<file path="config.mk">
export PLATFORM = sky130hd
export DESIGN_NAME = rx_seq_ctrl
export DESIGN_NICKNAME = d
export VERILOG_FILES = /design/src/rtl/rx_seq_ctrl.sv
export SDC_FILE = /design/constraint.sdc
export NUM_CORES = 1
export LEC_CHECK = 0
export ABC_CLOCK_PERIOD_IN_PS = 3800
export CAP_MARGIN = 25
export CORE_ASPECT_RATIO = 0.5
export CORE_MARGIN = 5
export CORE_UTILIZATION = 36
export CTS_BUF_LIST = sky130_fd_sc_hd__clkbuf_4
export DETAILED_ROUTE_END_ITERATION = 7
export GPL_ROUTABILITY_DRIVEN = 0
export SYNTH_ARGS = -nofsm -noshare
export SYNTH_HDL_FRONTEND = slang
export SYNTH_SLANG_ARGS = --single-unit
</file>
<file path="constraint.sdc">
create_clock -name i_clk -period 3.8 [get_ports i_clk]
set_input_delay 0.76 -clock i_clk [delete_from_list [all_inputs] [get_ports i_clk]]
set_output_delay 0.76 -clock i_clk [all_outputs]
set_load 0.1 [all_outputs]
</file>
<file path="src/rtl/rx_seq_ctrl.sv">
// rx_seq_ctrl: receive-burst sequencer for the rx datapath.
// Arms the receiver, runs AGC after packet detect, freezes gain for the payload,
// ends each burst on frame-done or a sample-count timeout and forces a start-low
// gap before re-arming. All outputs are registered.
// Build option: define RX_SEQ_STATS_EN to implement the frame/timeout counters;
// without it both counters read 0 and i_clr_stats is ignored.
module rx_seq_ctrl #(
  parameter int unsigned GAP_CYC = 6,
  parameter int unsigned CNT_W   = 16
) (
  input  logic             i_clk,
  input  logic             i_rstn,
  input  logic             i_enable,
  input  logic             i_oneshot,
  input  logic [7:0]       i_agc_samps,
  input  logic [CNT_W-1:0] i_timeout_samps,
  input  logic             i_clr_stats,
  input  logic             i_sample_vld,
  input  logic             i_pkt_det,
  input  logic             i_frame_done,
  output logic             o_start,
  output logic             o_agc_en_n,
  output logic             o_busy,
  output logic [2:0]       o_state,
  output logic             o_frame_pulse,
  output logic [CNT_W-1:0] o_frame_cnt,
  output logic [CNT_W-1:0] o_timeout_cnt
);

  localparam int unsigned GapW = (GAP_CYC > 1) ? $clog2(GAP_CYC) : 1;

  typedef enum logic [2:0] {
    StIdle   = 3'd0,
    StArm    = 3'd1,
    StSearch = 3'd2,
    StAgc    = 3'd3,
    StRecv   = 3'd4,
    StGap    = 3'd5
  } state_e;

  state_e           state_q, state_d;
  logic [GapW-1:0]  gap_cnt_q, gap_cnt_d;
  logic [7:0]       agc_cnt_q, agc_cnt_d;
  logic [CNT_W-1:0] smp_cnt_q, smp_cnt_d;
  logic             start_q, start_d;
  logic             agc_en_n_q, agc_en_n_d;
  logic             busy_q, busy_d;
  logic             frame_pulse_q, frame_pulse_d;
  logic             frame_evt, timeout_evt;
  logic [8:0]       agc_inc;
  logic [CNT_W:0]   smp_inc;

  // Next-state logic: burst sequencing and per-state sample/gap counters.
  always_comb begin
    state_d     = state_q;
    gap_cnt_d   = gap_cnt_q;
    agc_cnt_d   = agc_cnt_q;
    smp_cnt_d   = smp_cnt_q;
    frame_evt   = 1'b0;
    timeout_evt = 1'b0;
    // Compare the post-strobe count so the exit happens on the Nth strobe itself.
    agc_inc     = {1'b0, agc_cnt_q} + 9'd1;
    smp_inc     = {1'b0, smp_cnt_q} + {{CNT_W{1'b0}}, 1'b1};

    unique case (state_q)
      StIdle: begin
        if (i_enable) state_d = StArm;
      end
      StArm: begin
        state_d = StSearch;
      end
      StSearch: begin
        // Detect has priority over disable.
        if (i_pkt_det) begin
          agc_cnt_d = '0;
          smp_cnt_d = '0;
          state_d   = (i_agc_samps == 8'd0) ? StRecv : StAgc;
        end else if (!i_enable) begin
          gap_cnt_d = '0;
          state_d   = StGap;
        end
      end
      StAgc: begin
        if (i_sample_vld) begin
          // >= so a live lowering of the setting still terminates the state.
          if (agc_inc >= {1'b0, i_agc_samps}) begin
            smp_cnt_d = '0;
            state_d   = StRecv;
          end else begin
            agc_cnt_d = agc_inc[7:0];
          end
        end
      end
      StRecv: begin
        if (i_frame_done) begin
          frame_evt = 1'b1;
          gap_cnt_d = '0;
          state_d   = StGap;
        end else if (i_sample_vld) begin
          if ((i_timeout_samps != '0) && (smp_inc >= {1'b0, i_timeout_samps})) begin
            timeout_evt = 1'b1;
            gap_cnt_d   = '0;
            state_d     = StGap;
          end else if (!(&smp_cnt_q)) begin
            smp_cnt_d = smp_inc[CNT_W-1:0];
          end
        end
      end
      StGap: begin
        if (gap_cnt_q == GapW'(GAP_CYC - 1)) begin
          state_d = (i_enable && !i_oneshot) ? StArm : StIdle;
        end else begin
          gap_cnt_d = gap_cnt_q + {{(GapW-1){1'b0}}, 1'b1};
        end
      end
      default: begin
        state_d = StIdle;
      end
    endcase
  end

  // Output decode from the next state so registered outputs track the state register.
  always_comb begin
    start_d    = 1'b0;
    agc_en_n_d = 1'b1;
    case (state_d)
      StArm, StSearch, StAgc: begin
        start_d    = 1'b1;
        agc_en_n_d = 1'b0;
      end
      StRecv: begin
        start_d = 1'b1;
      end
      default: begin
        start_d    = 1'b0;
        agc_en_n_d = 1'b1;
      end
    endcase
    busy_d        = (state_d != StIdle);
    frame_pulse_d = frame_evt;
  end

  // State, counters and registered outputs with synchronous active-low reset.
  always_ff @(posedge i_clk) begin
    if (!i_rstn) begin
      state_q       <= StIdle;
      gap_cnt_q     <= '0;
      agc_cnt_q     <= '0;
      smp_cnt_q     <= '0;
      start_q       <= 1'b0;
      agc_en_n_q    <= 1'b1;
      busy_q        <= 1'b0;
      frame_pulse_q <= 1'b0;
    end else begin
      state_q       <= state_d;
      gap_cnt_q     <= gap_cnt_d;
      agc_cnt_q     <= agc_cnt_d;
      smp_cnt_q     <= smp_cnt_d;
      start_q       <= start_d;
      agc_en_n_q    <= agc_en_n_d;
      busy_q        <= busy_d;
      frame_pulse_q <= frame_pulse_d;
    end
  end

  assign o_start       = start_q;
  assign o_agc_en_n    = agc_en_n_q;
  assign o_busy        = busy_q;
  assign o_state       = state_q;
  assign o_frame_pulse = frame_pulse_q;

`ifdef RX_SEQ_STATS_EN
  logic [CNT_W-1:0] frame_cnt_q, frame_cnt_d;
  logic [CNT_W-1:0] timeout_cnt_q, timeout_cnt_d;

  // Saturating statistics; clear wins over a same-cycle increment.
  always_comb begin
    frame_cnt_d   = frame_cnt_q;
    timeout_cnt_d = timeout_cnt_q;
    if (i_clr_stats) begin
      frame_cnt_d   = '0;
      timeout_cnt_d = '0;
    end else begin
      if (frame_evt && !(&frame_cnt_q)) begin
        frame_cnt_d = frame_cnt_q + {{(CNT_W-1){1'b0}}, 1'b1};
      end
      if (timeout_evt && !(&timeout_cnt_q)) begin
        timeout_cnt_d = timeout_cnt_q + {{(CNT_W-1){1'b0}}, 1'b1};
      end
    end
  end

  // Statistics registers.
  always_ff @(posedge i_clk) begin
    if (!i_rstn) begin
      frame_cnt_q   <= '0;
      timeout_cnt_q <= '0;
    end else begin
      frame_cnt_q   <= frame_cnt_d;
      timeout_cnt_q <= timeout_cnt_d;
    end
  end

  assign o_frame_cnt   = frame_cnt_q;
  assign o_timeout_cnt = timeout_cnt_q;
`else
  logic unused_stats;
  assign unused_stats  = ^{i_clr_stats, timeout_evt};
  assign o_frame_cnt   = '0;
  assign o_timeout_cnt = '0;
`endif

endmodule

</file>
# After elaboration in Yosys (flattened, before gate mapping)
# Cells that the tools add are included.
# totals
ff_bits	34
in_bits	32
# op_classes
n_eq_ne	23
order_cmp	2
muxes	34
addsub	3
n_reduce_logical	17
# op_table
cell	count
$mux W16	7
$mux W3	16
$pmux W16 S3	1
$mux W8	3
$ne A2 B2 Y1 const B	11
$pmux W3 S6	1
$add A16 B1 Y17 const B	1
$ge A17 B16 Y1	1
$pmux W8 S2	1
$reduce_and A16 Y1	1
$reduce_bool A16 Y1	1
$eq A3 B2 Y1 const B	4
$eq A3 B3 Y1 const B	4
$add A8 B1 Y9 const B	1
$ge A9 B8 Y1	1
$pmux W3 S3	1
$reduce_bool A3 Y1	3
$logic_not A8 Y1	1
$reduce_and A8 Y1	1
$eq A3 B1 Y1 const B	2
$ne A3 B3 Y1 const B	2
$reduce_and A6 Y1	1
$mux W1	4
$reduce_and A4 Y1	1
8 further kinds	9

# Longest topological paths before layout
# Gate-level depths: netlist of run 1.
# depth
depth_word	10
depth_mapped	14

# Least setup slack after synthesis of run 1
# Ideal clock, no wire load.
# synth_timing
path_kind	flip-flop to flip-flop
start	reg smp_cnt_q[8]
end	reg smp_cnt_q[0]
t_arrival_ps	3044
path_buffers	0
slack_ps	635
setup_ps	121
required_ps	3679
stages_incl_launch_ff	14
cell_sequence	dfxtp_1 nand4_2 nor3_2 nand3_1 or2_1 xnor2_1 ha_1 a21oi_1 nand3_1 nor2_1 and4b_2 nor2_8 a21o_4 mux2_2
# synth_between
elab_chain_len	5
# synth_rtl
item	line_no	text
start: declaration	44	logic [CNT_W-1:0] smp_cnt_q, smp_cnt_d;
start signal: assignment	158	smp_cnt_q <= smp_cnt_d;
$add A16 B1 Y17	63	smp_inc = {1'b0, smp_cnt_q} + {{CNT_W{1'b0}}, 1'b1};
$ge A17 B16 Y1	100	if ((i_timeout_samps != '0) && (smp_inc >= {1'b0, i_timeout_samps})) begin
$logic_and A1 B1 Y1	100	
$ne A2 B2 Y1 (no line)	n/a	
$reduce_and A8 Y1 (no line) (*)	n/a	
# Every way passes the cells marked *; elsewhere a longest branch is shown, timed or not.
# A chain may end at the register's enable or synchronous reset.

# Worst setup path after layout of run 1
# layout_timing
start	reg smp_cnt_q[1]
end	reg smp_cnt_q[13]
# layout_between
elab_chain_len	6
# layout_rtl
item
parallel branches: the longest is 6 deep, another holds $add A16 B1 Y17
# Several ways; the timed one is not identified. The select of a mux whose other input is x is not followed.

==> results.json, run 1 <==
{
  "grt_max_degree": 17,
  "cts.sinks": 34,
  "port_buffers": 37,
  "antenna_left": 0,
  "p_switching_uw": 417,
  "finalHoldViolCount": 0,
  "fin_worst_skew_ps": 14.0,
  "min_period_ps": 3530,
  "first_pass_iters": 4,
  "synth_common_cells": "nand2_1 (41), dfxtp_1 (34), buf_4 (33)",
  "period_share": 0.928,
  "yosysUniqueCellTypes": 63,
  "power_frac_clock": 0.280,
  "synth_top_cell_area_share": 0.225,
  "p_total_uw": 993,
  "dr.first_iter.drc_count": 183,
  "hold_buffers": 0,
  "rsz0062_at_grt": "false",
  "numCtsBuffers": 5,
  "cts.htree.levels": 2,
  "crit_path_start": "smp_cnt_q[1]$_SDFFE_PN0P_",
  "viasPerCell": 5.00,
  "syn_area_per_cell_um2": 7.80,
  "rr_endpoint": "smp_cnt_q[13]$_SDFFE_PN0P_",
  "max_stage_delay_ps": 410,
  "netlist_area_um2": 3030,
  "die_area_um2": 10500,
  "drc": 0,
  "ys_ff_latch": 34,
  "critPathArrivalTime_ps": 3830,
  "multi_input_area_um2": 2040,
  "placed_area_um2": 3420,
  "cap_violations": 0,
  "synth_most_common_cell": "nand2_1",
  "yosysTopAreaCell": "dfxtp_1",
  "cp_slowest_cell": "and4b_2",
  "worstMarginPinSlew_ps": 967,
  "hold_path_class": "flip-flop to flip-flop",
  "syn_to_final_growth_pct": 16.0,
  "place_hpwl_mm": 5.72,
  "cp.required_ps": 4100,
  "max_slew_margin": 0.353,
  "grtUsageTotal": 0.139,
  "initial_utilization": 0.374,
  "cts_tree": "done",
  "internal_power_uw": 576,
  "reg2reg_depth": 15,
  "core_um2": 8090,
  "synth-main-ff-cell": "dfxtp_1",
  "seq_area_um2": 682,
  "grt_pass1_wl_mm": 11.8,
  "synth.area.top_cells": "dfxtp_1 (22%), ha_1 (12%), buf_4 (8.2%), nand2_1 (5.1%), inv_1 (4.0%)",
  "setup_violations": 0,
  "drt-total-wl_mm": 7.18,
  "synthCells": 388,
  "n_antenna_cell": 0,
  "final_cell_area_um2": 3510,
  "die_x_um": 140,
  "cp_cell_sequence": "ha_1 > nand2_1 > nor2_1 > nand3_1 > or2_2 > nand2_1 > ha_1 > nand4_1 > inv_1 > a2111oi_2 > and4b_2 > buf_4 > o21bai_4 > or3_1 > nand3_1",
  "swShare": 0.420,
  "r2r_slack_ps": 270,
  "hp-start": "agc_cnt_q[1]$_SDFFE_PN0P_",
  "start_kind": "flip-flop",
  "leakagePower_nw": 1.53,
  "ios": 71,
  "seqPwrFrac": 0.378,
  "fin_nets": 491,
  "num_rows": 23,
  "ir_worst_vdd_mv": 0.114,
  "async_flop_share": 0,
  "combPwrFrac": 0.342,
  "antenna_found_initial": 0,
  "synth-edff-count": 0,
  "reg2reg_from": "smp_cnt_q[1]$_SDFFE_PN0P_",
  "worst-path-max-fanout": 8,
  "status": "finished, final reports clean",
  "holdWs_ps": 484,
  "worst-setup-path-type": "flip-flop to flip-flop",
  "tns_ps": 0,
  "slew_violations": 0,
  "grt_overflow_total": 0,
  "wl_per_cell_um": 13.2,
  "drive_above_1_share": 0.0972,
  "crit_path_end_kind": "flip-flop",
  "via_count": 2718,
  "p_per_area_nw_per_um2": 283,
  "grt_pass1_vias": 2567,
  "fillCellCount": 863,
  "die_h_um": 74.8,
  "fmax_mhz": 283,
  "root_buffer": "clkbuf_4",
  "crit_end": "smp_cnt_q[13]$_SDFFE_PN0P_",
  "seq_area_frac_synth": 0.225,
  "synth_warnings": 0,
  "worstSkewPairLatency_ps": 360,
  "clock_path_buffers": 2,
  "clk_pin_slew_ps": 120
}
==> power groups by stage <==
stage,Sequential (mW),Clock [mW],Combinational (mW)
3_3_place_gp,0.383,0,0.338
6_report,0.375,0.278,0.340
2_1_floorplan,0.439,0,0.237
5_1_grt,0.377,0.300,0.358
4_1_cts,0.375,0.289,0.339
3_5_place_dp,0.383,0,0.338
==> through the flow <==
step | std cells | utilization | setup WS (ps)
after floorplan | 419 | - | 635
after global placement | 534 | 0.423 | 254
after detailed placement | 534 | 0.423 | 271
after CTS | 542 | 0.432 | 232
after global routing | 544 | 0.434 | 30.0
final | 544 | 0.434 | 272
==> critical path: cells and delay by family, from the launching register on <==
family / cells / cell delay [ps]
buffers and inverters: 2 / 230
AO/OA/AOI/OAI: 2 / 500
AND/OR/NAND/NOR: 9 / 1910
adder cells (fa/ha/maj): 2 / 430
flip-flops: 1 / 390
==> cells in the final DEF (no fill, tap or decap), types with 2 or more instances in the layout <==
cell type	synthesis	final
and2_1	3	3
nor4_1	7	7
or2_2	4	4
nor4b_1	2	2
clkinv_2	0	2
a211oi_1	2	2
o22ai_1	7	7
nor3_1	7	7
o21ai_0	7	7
ha_1	28	28
o211ai_1	11	11
buf_4	33	12
or4_1	2	2
nor2_1	27	27
nand2b_1	4	4
a21o_1	3	3
xnor2_1	10	10
or4_4	2	2
clkdlybuf4s50_1	0	36
and3_1	3	3
or3_1	7	7
a211oi_2	2	2
mux2i_1	3	3
clkbuf_4	1	5
conb_1	1	32
nand3_1	18	18
inv_1	32	32
o21a_1	3	3
a311oi_1	2	2
a22o_1	6	6
a21oi_1	20	20
nand2_1	41	41
nor2b_1	3	3
dfxtp_1	34	33
xor2_1	7	7
nand4_1	12	12
==> state kept, by name, summed over array words and instances (netlist names) <==
register / count
o_agc_en_n: 1
o_start: 1
agc_cnt_q: 8
gap_cnt_q: 3
o_frame_pulse: 1
o_state: 3
o_busy: 1
smp_cnt_q: 16
==> repair_timing <==
action                     CTS  global route
hold endpoints to repair     0             0
resized for setup            0             1
setup endpoints to repair    0             2
buffers inserted             0             2
==> how the worst min path moves through the flow <==
stage               cells past startpoint                        end
floorplan                               2  agc_cnt_q[1]$_SDFFE_PN0P_
global placement                        2  gap_cnt_q[1]$_SDFFE_PN0P_
detailed placement                      2  agc_cnt_q[1]$_SDFFE_PN0P_
CTS                                     2  agc_cnt_q[1]$_SDFFE_PN0P_
global route                            2  agc_cnt_q[1]$_SDFFE_PN0P_
finish                                  2  agc_cnt_q[1]$_SDFFE_PN0P_
==> area by class of cell <==
type | count | share of cell area
clock inverters | 3 | 0.0114
flip-flops and latches | 34 | 0.194
multi-input cells | 310 | 0.581
inverters | 32 | 0.0342
well taps | 112 | 0.0399
repair buffers | 48 | 0.128
clock buffers | 5 | 0.0107
==> routing by layer <==
layer / global-route usage / part of all wire / vias to the layer above
li1: - / - / 1410
met1: 0.171 / 0.49 / 1229
met2: 0.241 / 0.44 / 65
met3: 0.0368 / 0.053 / 14
met4: 0.0516 / 0.022 / 0
met5: 0 / 0 / -
==> kinds of logic (layout without fill, tap and decap cells) <==
group	Yosys count	count (layout)	share of synthesized area
other cells	1	32	0.00124
buf+inv	75	88	0.139
fa+ha+maj	28	28	0.116
flops	34	34	0.225
compound gates	78	78	0.190
simple gates	151	151	0.266
xor+xnor	17	17	0.0492
mux	4	4	0.0136
No activity file was read; power rests on OpenSTA's default activity.
==> run 2, diff against run 1 <==
- SKIP_CTS_REPAIR_TIMING: unset -> 1
==> results of run 2 <==
The final DEF is identical to that of run 1; final timing and power are the same.
